## src/rtl/rv_multicycle_ctrl.sv

```systemverilog
`default_nettype none
// ============================================================================
// Module      : rv_multicycle_ctrl
// Description : Main control FSM for a multi-cycle RV64I datapath with a
//               shared memory port, request/ready handshake and trap logic.
// Revision    : 1.0 - initial release
// ============================================================================
module rv_multicycle_ctrl #(
    parameter int TIMEOUT = 16,
    parameter int CNT_W   = 32
) (
    input  logic             clk,
    input  logic             reset,
    input  logic [6:0]       opcode,
    input  logic [2:0]       funct3,
    input  logic             alu_zero,
    input  logic             alu_lt,
    input  logic             mem_ready,
    output logic             mem_req,
    output logic             mem_we,
    output logic             iord,
    output logic             ir_write,
    output logic             pc_write,
    output logic             pc_src,
    output logic             alu_a,
    output logic [1:0]       alu_b,
    output logic [1:0]       alu_op,
    output logic             reg_write,
    output logic             mem_to_reg,
    output logic [CNT_W-1:0] retired,
    output logic             trap,
    output logic [1:0]       trap_cause
);

    localparam int                  c_WAIT_W    = (TIMEOUT > 2) ? $clog2(TIMEOUT) : 1;
    localparam logic [c_WAIT_W-1:0] c_WAIT_LAST = c_WAIT_W'(TIMEOUT - 1);

    localparam logic [6:0] c_OP_R      = 7'b0110011;
    localparam logic [6:0] c_OP_I      = 7'b0010011;
    localparam logic [6:0] c_OP_LOAD   = 7'b0000011;
    localparam logic [6:0] c_OP_STORE  = 7'b0100011;
    localparam logic [6:0] c_OP_BRANCH = 7'b1100011;

    localparam logic [1:0] c_CAUSE_ILLEGAL = 2'd1;
    localparam logic [1:0] c_CAUSE_TIMEOUT = 2'd2;

    typedef enum logic [3:0] {
        S_IDLE     = 4'd0,
        S_FETCH    = 4'd1,
        S_DECODE   = 4'd2,
        S_EXEC_R   = 4'd3,
        S_EXEC_I   = 4'd4,
        S_WB_ALU   = 4'd5,
        S_MEM_ADDR = 4'd6,
        S_MEM_RD   = 4'd7,
        S_MEM_WB   = 4'd8,
        S_MEM_WR   = 4'd9,
        S_BRANCH   = 4'd10,
        S_TRAP     = 4'd11
    } state_t;

    state_t              r_state;
    state_t              w_next;
    logic [c_WAIT_W-1:0] r_wait;
    logic [CNT_W-1:0]    r_retired;
    logic [1:0]          r_trap_cause;
    logic                w_retire;
    logic [1:0]          w_cause;
    logic                w_timeout;
    logic                w_taken;
    logic                w_br_legal;

    // The final unready cycle traps only if mem_ready is still low on it.
    assign w_timeout = (r_wait == c_WAIT_LAST) && !mem_ready;

    always_comb begin
        w_taken    = 1'b0;
        w_br_legal = 1'b1;
        case (funct3)
            3'b000:  w_taken = alu_zero;
            3'b001:  w_taken = !alu_zero;
            3'b100:  w_taken = alu_lt;
            3'b101:  w_taken = !alu_lt;
            default: w_br_legal = 1'b0;
        endcase
    end

    always_ff @(posedge clk or negedge reset) begin
        if (!reset) begin
            r_state      <= S_IDLE;
            r_wait       <= '0;
            r_retired    <= '0;
            r_trap_cause <= 2'd0;
        end else begin
            r_state <= w_next;
            if (w_next != r_state)
                r_wait <= '0;
            else if (mem_req && !mem_ready)
                r_wait <= r_wait + 1'b1;
            if (w_retire)
                r_retired <= r_retired + 1'b1;
            if ((r_state != S_TRAP) && (w_next == S_TRAP))
                r_trap_cause <= w_cause;
        end
    end

    always_comb begin
        w_next     = r_state;
        w_retire   = 1'b0;
        w_cause    = 2'd0;
        mem_req    = 1'b0;
        mem_we     = 1'b0;
        iord       = 1'b0;
        ir_write   = 1'b0;
        pc_write   = 1'b0;
        pc_src     = 1'b0;
        alu_a      = 1'b0;
        alu_b      = 2'd0;
        alu_op     = 2'd0;
        reg_write  = 1'b0;
        mem_to_reg = 1'b0;
        case (r_state)
            S_IDLE: w_next = S_FETCH;
            S_FETCH: begin
                mem_req = 1'b1;
                alu_b   = 2'd1;
                if (mem_ready) begin
                    ir_write = 1'b1;
                    pc_write = 1'b1;
                    w_next   = S_DECODE;
                end else if (w_timeout) begin
                    w_cause = c_CAUSE_TIMEOUT;
                    w_next  = S_TRAP;
                end
            end
            S_DECODE: begin
                alu_b = 2'd2;
                case (opcode)
                    c_OP_R:                w_next = S_EXEC_R;
                    c_OP_I:                w_next = S_EXEC_I;
                    c_OP_LOAD, c_OP_STORE: w_next = S_MEM_ADDR;
                    c_OP_BRANCH:           w_next = S_BRANCH;
                    default: begin
                        w_cause = c_CAUSE_ILLEGAL;
                        w_next  = S_TRAP;
                    end
                endcase
            end
            S_EXEC_R: begin
                alu_a  = 1'b1;
                alu_op = 2'd2;
                w_next = S_WB_ALU;
            end
            S_EXEC_I: begin
                alu_a  = 1'b1;
                alu_b  = 2'd2;
                alu_op = 2'd2;
                w_next = S_WB_ALU;
            end
            S_WB_ALU: begin
                reg_write = 1'b1;
                w_retire  = 1'b1;
                w_next    = S_FETCH;
            end
            S_MEM_ADDR: begin
                alu_a  = 1'b1;
                alu_b  = 2'd2;
                // opcode bit 5 separates store (0100011) from load (0000011)
                w_next = opcode[5] ? S_MEM_WR : S_MEM_RD;
            end
            S_MEM_RD: begin
                mem_req = 1'b1;
                iord    = 1'b1;
                if (mem_ready) begin
                    w_next = S_MEM_WB;
                end else if (w_timeout) begin
                    w_cause = c_CAUSE_TIMEOUT;
                    w_next  = S_TRAP;
                end
            end
            S_MEM_WB: begin
                reg_write  = 1'b1;
                mem_to_reg = 1'b1;
                w_retire   = 1'b1;
                w_next     = S_FETCH;
            end
            S_MEM_WR: begin
                mem_req = 1'b1;
                iord    = 1'b1;
                mem_we  = 1'b1;
                if (mem_ready) begin
                    w_retire = 1'b1;
                    w_next   = S_FETCH;
                end else if (w_timeout) begin
                    w_cause = c_CAUSE_TIMEOUT;
                    w_next  = S_TRAP;
                end
            end
            S_BRANCH: begin
                alu_a  = 1'b1;
                alu_op = 2'd1;
                if (w_br_legal) begin
                    pc_write = w_taken;
                    pc_src   = w_taken;
                    w_retire = 1'b1;
                    w_next   = S_FETCH;
                end else begin
                    w_cause = c_CAUSE_ILLEGAL;
                    w_next  = S_TRAP;
                end
            end
            S_TRAP:  w_next = S_TRAP;
            default: w_next = S_IDLE;
        endcase
    end

    assign retired    = r_retired;
    assign trap       = (r_state == S_TRAP);
    assign trap_cause = r_trap_cause;

endmodule
`default_nettype wire

```

## config.mk

```make
export PLATFORM = sky130hd
export DESIGN_NAME = rv_multicycle_ctrl
export DESIGN_NICKNAME = d
export VERILOG_FILES = /design/src/rtl/rv_multicycle_ctrl.sv
export SDC_FILE = /design/constraint.sdc
export NUM_CORES = 1
export LEC_CHECK = 0
export ABC_AREA = 1
export CORE_MARGIN = 2
export CORE_UTILIZATION = 42
export DETAILED_ROUTE_END_ITERATION = 7
export DONT_BUFFER_PORTS = 1
export SYNTH_ARGS = -nofsm -noshare
export SYNTH_HDL_FRONTEND = slang
export SYNTH_SLANG_ARGS = --single-unit
```

## constraint.sdc

```tcl
create_clock -name clk -period 1.38 [get_ports clk]
set_input_delay 0.207 -clock clk [delete_from_list [all_inputs] [get_ports clk]]
set_output_delay 0.207 -clock clk [all_outputs]
set_load 0.05 [all_outputs]
```

==> summary.log <==
INFO  global_routing antenna_violations_before_repair=0
INFO  global_routing grt_remaining_overflow=0
INFO  sta            setup_repair_after_global_routing_missed_its_margin=true
INFO  worst_setup_path start_kind=flop
INFO  pwr            switchingPower=0.00429W
INFO  global_routing first_global_vias=3390
INFO  logic_synthesis ys_seq_elements=42
INFO  clock_tree     clk-insertion-delay-late=0.30ns
INFO  drt            drc=0
INFO  sta            final-setup-viol-count=55
INFO  floorplan      die_width=86.5um
INFO  clock_tree     cts.sink_count=42
INFO  hold_path      min_path_type=input port to flop
INFO  pwr            powerDensity=1880nW/um2
INFO  clock_tree     cts.root.buffer_cell=sky130_fd_sc_hd__clkbuf_8
INFO  placed_design  dpl.hpwl=6560um
INFO  cells_and_area layout-area-overhead-vs-synth=64.2%
INFO  worst_setup_path timing.critical_path.buf_inv=3
INFO  logic_synthesis syn_area=2860um2
INFO  pwr            worst_ir_drop_vdd=0.00179V
INFO  sta            timing.final.max_slew_violations=0
INFO  placed_design  io_buffer_count=0
INFO  worst_setup_path cp.required=1.17ns
INFO  sta            fin_tns_setup=-16.70ns
INFO  global_routing grtUsageTotal=0.266
INFO  sta            achievable_clock_frequency=564MHz
INFO  worst_setup_path critical-path-slowest-cell=sky130_fd_sc_hd__dfrtp_2
INFO  pwr            static-leakage-power=2.29nW
INFO  worst_setup_path worstPathArrival=1.57ns
INFO  cells_and_area drive_gt1_frac=0.457
INFO  cells_and_area fill_cells=525
INFO  drt            detail_route.vias_per_cell=5.12
INFO  global_routing wire_length_of_the_first_global_routing_pass=15500um
INFO  worst_setup_path critPathMaxFanout=4
INFO  sta            worst-slew-pin-transition=0.491ns
INFO  worst_setup_path worstSetupPathType=flop to output pin
INFO  drt            routed_wirelength=9690um
INFO  placed_design  place_congestion=0.936
INFO  pwr            seqPwrFrac=0.203
INFO  run_status     status=complete, but fails checks
INFO  drt            avgRoutedWirePerCell=15.1um
INFO  floorplan      initial_utilization=0.428
INFO  logic_synthesis yosysWarningCount=0
INFO  floorplan      placement_rows=30
INFO  pwr            clock_power_share=0.095
INFO  drt            ant_nets_after_route=0
INFO  logic_synthesis synth_nets=440
INFO  clock_tree     tritoncts=done
INFO  run_status     failed_checks=negative setup slack
INFO  pwr            power.share.combinational=0.702
INFO  floorplan      core_footprint=6680um2
INFO  sta            finalCriticalPeriod=1.77ns
INFO  worst_setup_path timing.critical_path.max_delay_family=simple AND/OR/NAND/NOR gates
INFO  drt            num_vias=3289
INFO  clock_tree     clkTransAtPathRegs=0.08ns
INFO  logic_synthesis syn-instance-count=423
INFO  floorplan      floorplan.io_pins=63
INFO  cells_and_area final_net_count=578
INFO  global_routing grt_start_max_net_pins=43
INFO  sta            final_critical_path_setup_slack=-0.394ns
INFO  pwr            p_sw_frac=0.486
INFO  sta            worst_slew_margin_rel=0.672
INFO  sta            finalHoldViolations=0
INFO  clock_tree     numCtsBuffers=5
INFO  logic_synthesis yosys-top-cells-area=sky130_fd_sc_hd__dfrtp_1, sky130_fd_sc_hd__nand2_1, sky130_fd_sc_hd__nor2_1, sky130_fd_sc_hd__xor2_1, sky130_fd_sc_hd__inv_1
INFO  drt            drt_iter0_markers=151
INFO  floorplan      die_area=7480um2
INFO  clock_tree     cts_max_level=2
INFO  logic_synthesis yosysUniqueCellTypes=29
INFO  cells_and_area insertedDiodeCount=0
INFO  logic_synthesis synthDominantCellAreaShare=0.368
INFO  worst_setup_path timing.critical_path.slowest_cell_delay=0.44ns
INFO  logic_synthesis ys_seq_area_frac=0.368
INFO  worst_setup_path worstPathCellList=buf_6 -> nor2_4 -> nand2_4 -> nand2_4 -> nor2_4 -> inv_4 -> buf_8
INFO  drt            drt_pass1_iterations=4
INFO  job            maxCapViolCount=0
INFO  logic_synthesis synth_area_leader_cell=sky130_fd_sc_hd__dfrtp_1
INFO  pwr            intPower=0.00454W
INFO  cells_and_area finalCoreUtilization=0.702
INFO  clock_tree     clock_path_buffers=2
INFO  floorplan      die_height=86.5um
INFO  logic_synthesis syn-mean-instance-area=6.76um2
INFO  worst_setup_path crit_path_end_kind=output pin
INFO  sta            timing.final.crit_share=1.29
INFO  sta            clock-skew-final=0.0111ns
==> Yosys cell counts (all sizes together) <==
library cell,n
o22ai,1
nor3b,1
inv,50
a21boi,1
xnor2,8
nand3,16
xor2,26
nand4,11
nor2,68
o21ai,18
buf,4
mux2i,2
nor3,13
nand2,157
dfrtp,42
ha,2
o211ai,1
clkbuf,1
a21oi,1
==> layout make-up <==
| cell class | count | area, um2 | share of cell area |
|---|---|---|---|
| inverters | 50 | 209 | 0.0445 |
| well taps | 80 | 100 | 0.0213 |
| clock inverters | 1 | 5.00 | 0.00107 |
| multi-input cells | 326 | 1940 | 0.413 |
| clock buffers | 7 | 86.3 | 0.0184 |
| flip-flops and latches | 42 | 1090 | 0.233 |
| repair buffers | 136 | 1260 | 0.269 |
==> worst min-delay path, cell delays in order <==
cell and delay [ns]:
sky130_fd_sc_hd__nor2_1 0.03, sky130_fd_sc_hd__nand2_1 0.07, sky130_fd_sc_hd__nand3_1 0.10
==> worst paths after layout <==
kind	start	end	slack, ns	depth (start not counted)
max in group asynchronous	reset	retired[0]	0.74	2
min reg2reg	retired[22]	retired[22]	0.57	2
max	r_state[3]	alu_a	-0.39	7
min	mem_ready	r_state[2]	0.17	3
min in group asynchronous	reset	retired[22]	0.40	2
max reg2reg	r_state[3]	r_wait[1]	-0.37	10
==> cell families (layout without fill, tap and decap cells) <==
family	Yosys count	in the layout	synth area share
AO/OA/AOI/OAI	22	22	0.0420
XOR/XNOR	34	34	0.104
adder cells (fa/ha/maj)	2	2	0.00875
buffers and inverters	55	194	0.0761
flip-flops	42	42	0.368
multiplexers	2	2	0.00700
AND/OR/NAND/NOR	266	266	0.394
==> state kept, by name, indices dropped and copies added, names as in the netlist <==
name        count
retired        32
r_state         4
trap_cause      2
r_wait          4
==> metal layers <==
metal | vias to the layer above | global-route usage | wire [um] | part of all wire
li1 | 1589 | - | - | -
met1 | 1549 | 0.277 | 3590 | 0.37
met2 | 111 | 0.491 | 5080 | 0.52
met3 | 40 | 0.0533 | 444 | 0.046
met4 | 0 | 0.155 | 571 | 0.059
met5 | - | 0 | 0 | 0
==> power groups by stage <==
stage          sequential [W]  clock (W)  combinational (W)
6_report              0.00179   0.000840            0.00620
5_1_grt               0.00182   0.000928            0.00655
4_1_cts               0.00179   0.000869            0.00556
3_5_place_dp          0.00178          0            0.00437
3_3_place_gp          0.00177          0            0.00437
2_1_floorplan         0.00214          0            0.00244
==> repair_timing <==
action	CTS	global route
resized for setup	59	31
hold buffers	2	0
endpoints found under the setup margin	54	55
buffers inserted	18	6
pin swaps	14	20
hold endpoints to repair	42	0
cloned	2	0
==> cells in the final DEF (no fill, tap or decap), drive strengths merged <==
cell	synthesis	routed
inv	50	49
nor3	13	13
buf	4	133
nor3b	1	1
nor2	68	68
clkbuf	1	7
clkinvlp	0	1
ha	2	2
dlygate4sd3	0	1
xor2	26	26
a21oi	1	1
nand2	157	157
a21boi	1	1
dfrtp	42	42
o22ai	1	1
mux2i	2	2
bufbuf	0	2
o211ai	1	1
clkinv	0	1
nand3	16	16
o21ai	18	18
nand4	11	11
xnor2	8	8
==> per-stage QoR <==
stage | hold WS, ns | cell area, um2 | power, W | setup WS [ns] | instances
after floorplan | -0.0886 | 3070 | 0.00459 | -0.209 | 423
after global placement | -0.0875 | 4020 | 0.00614 | -0.358 | 608
after detailed placement | -0.0875 | 4020 | 0.00615 | -0.372 | 608
after CTS | 0.144 | 4560 | 0.00821 | -0.357 | 638
after global routing | 0.175 | 4690 | 0.00929 | -0.461 | 642
final | 0.168 | 4690 | 0.00883 | -0.394 | 642
Power figures use the tool's default switching activity.
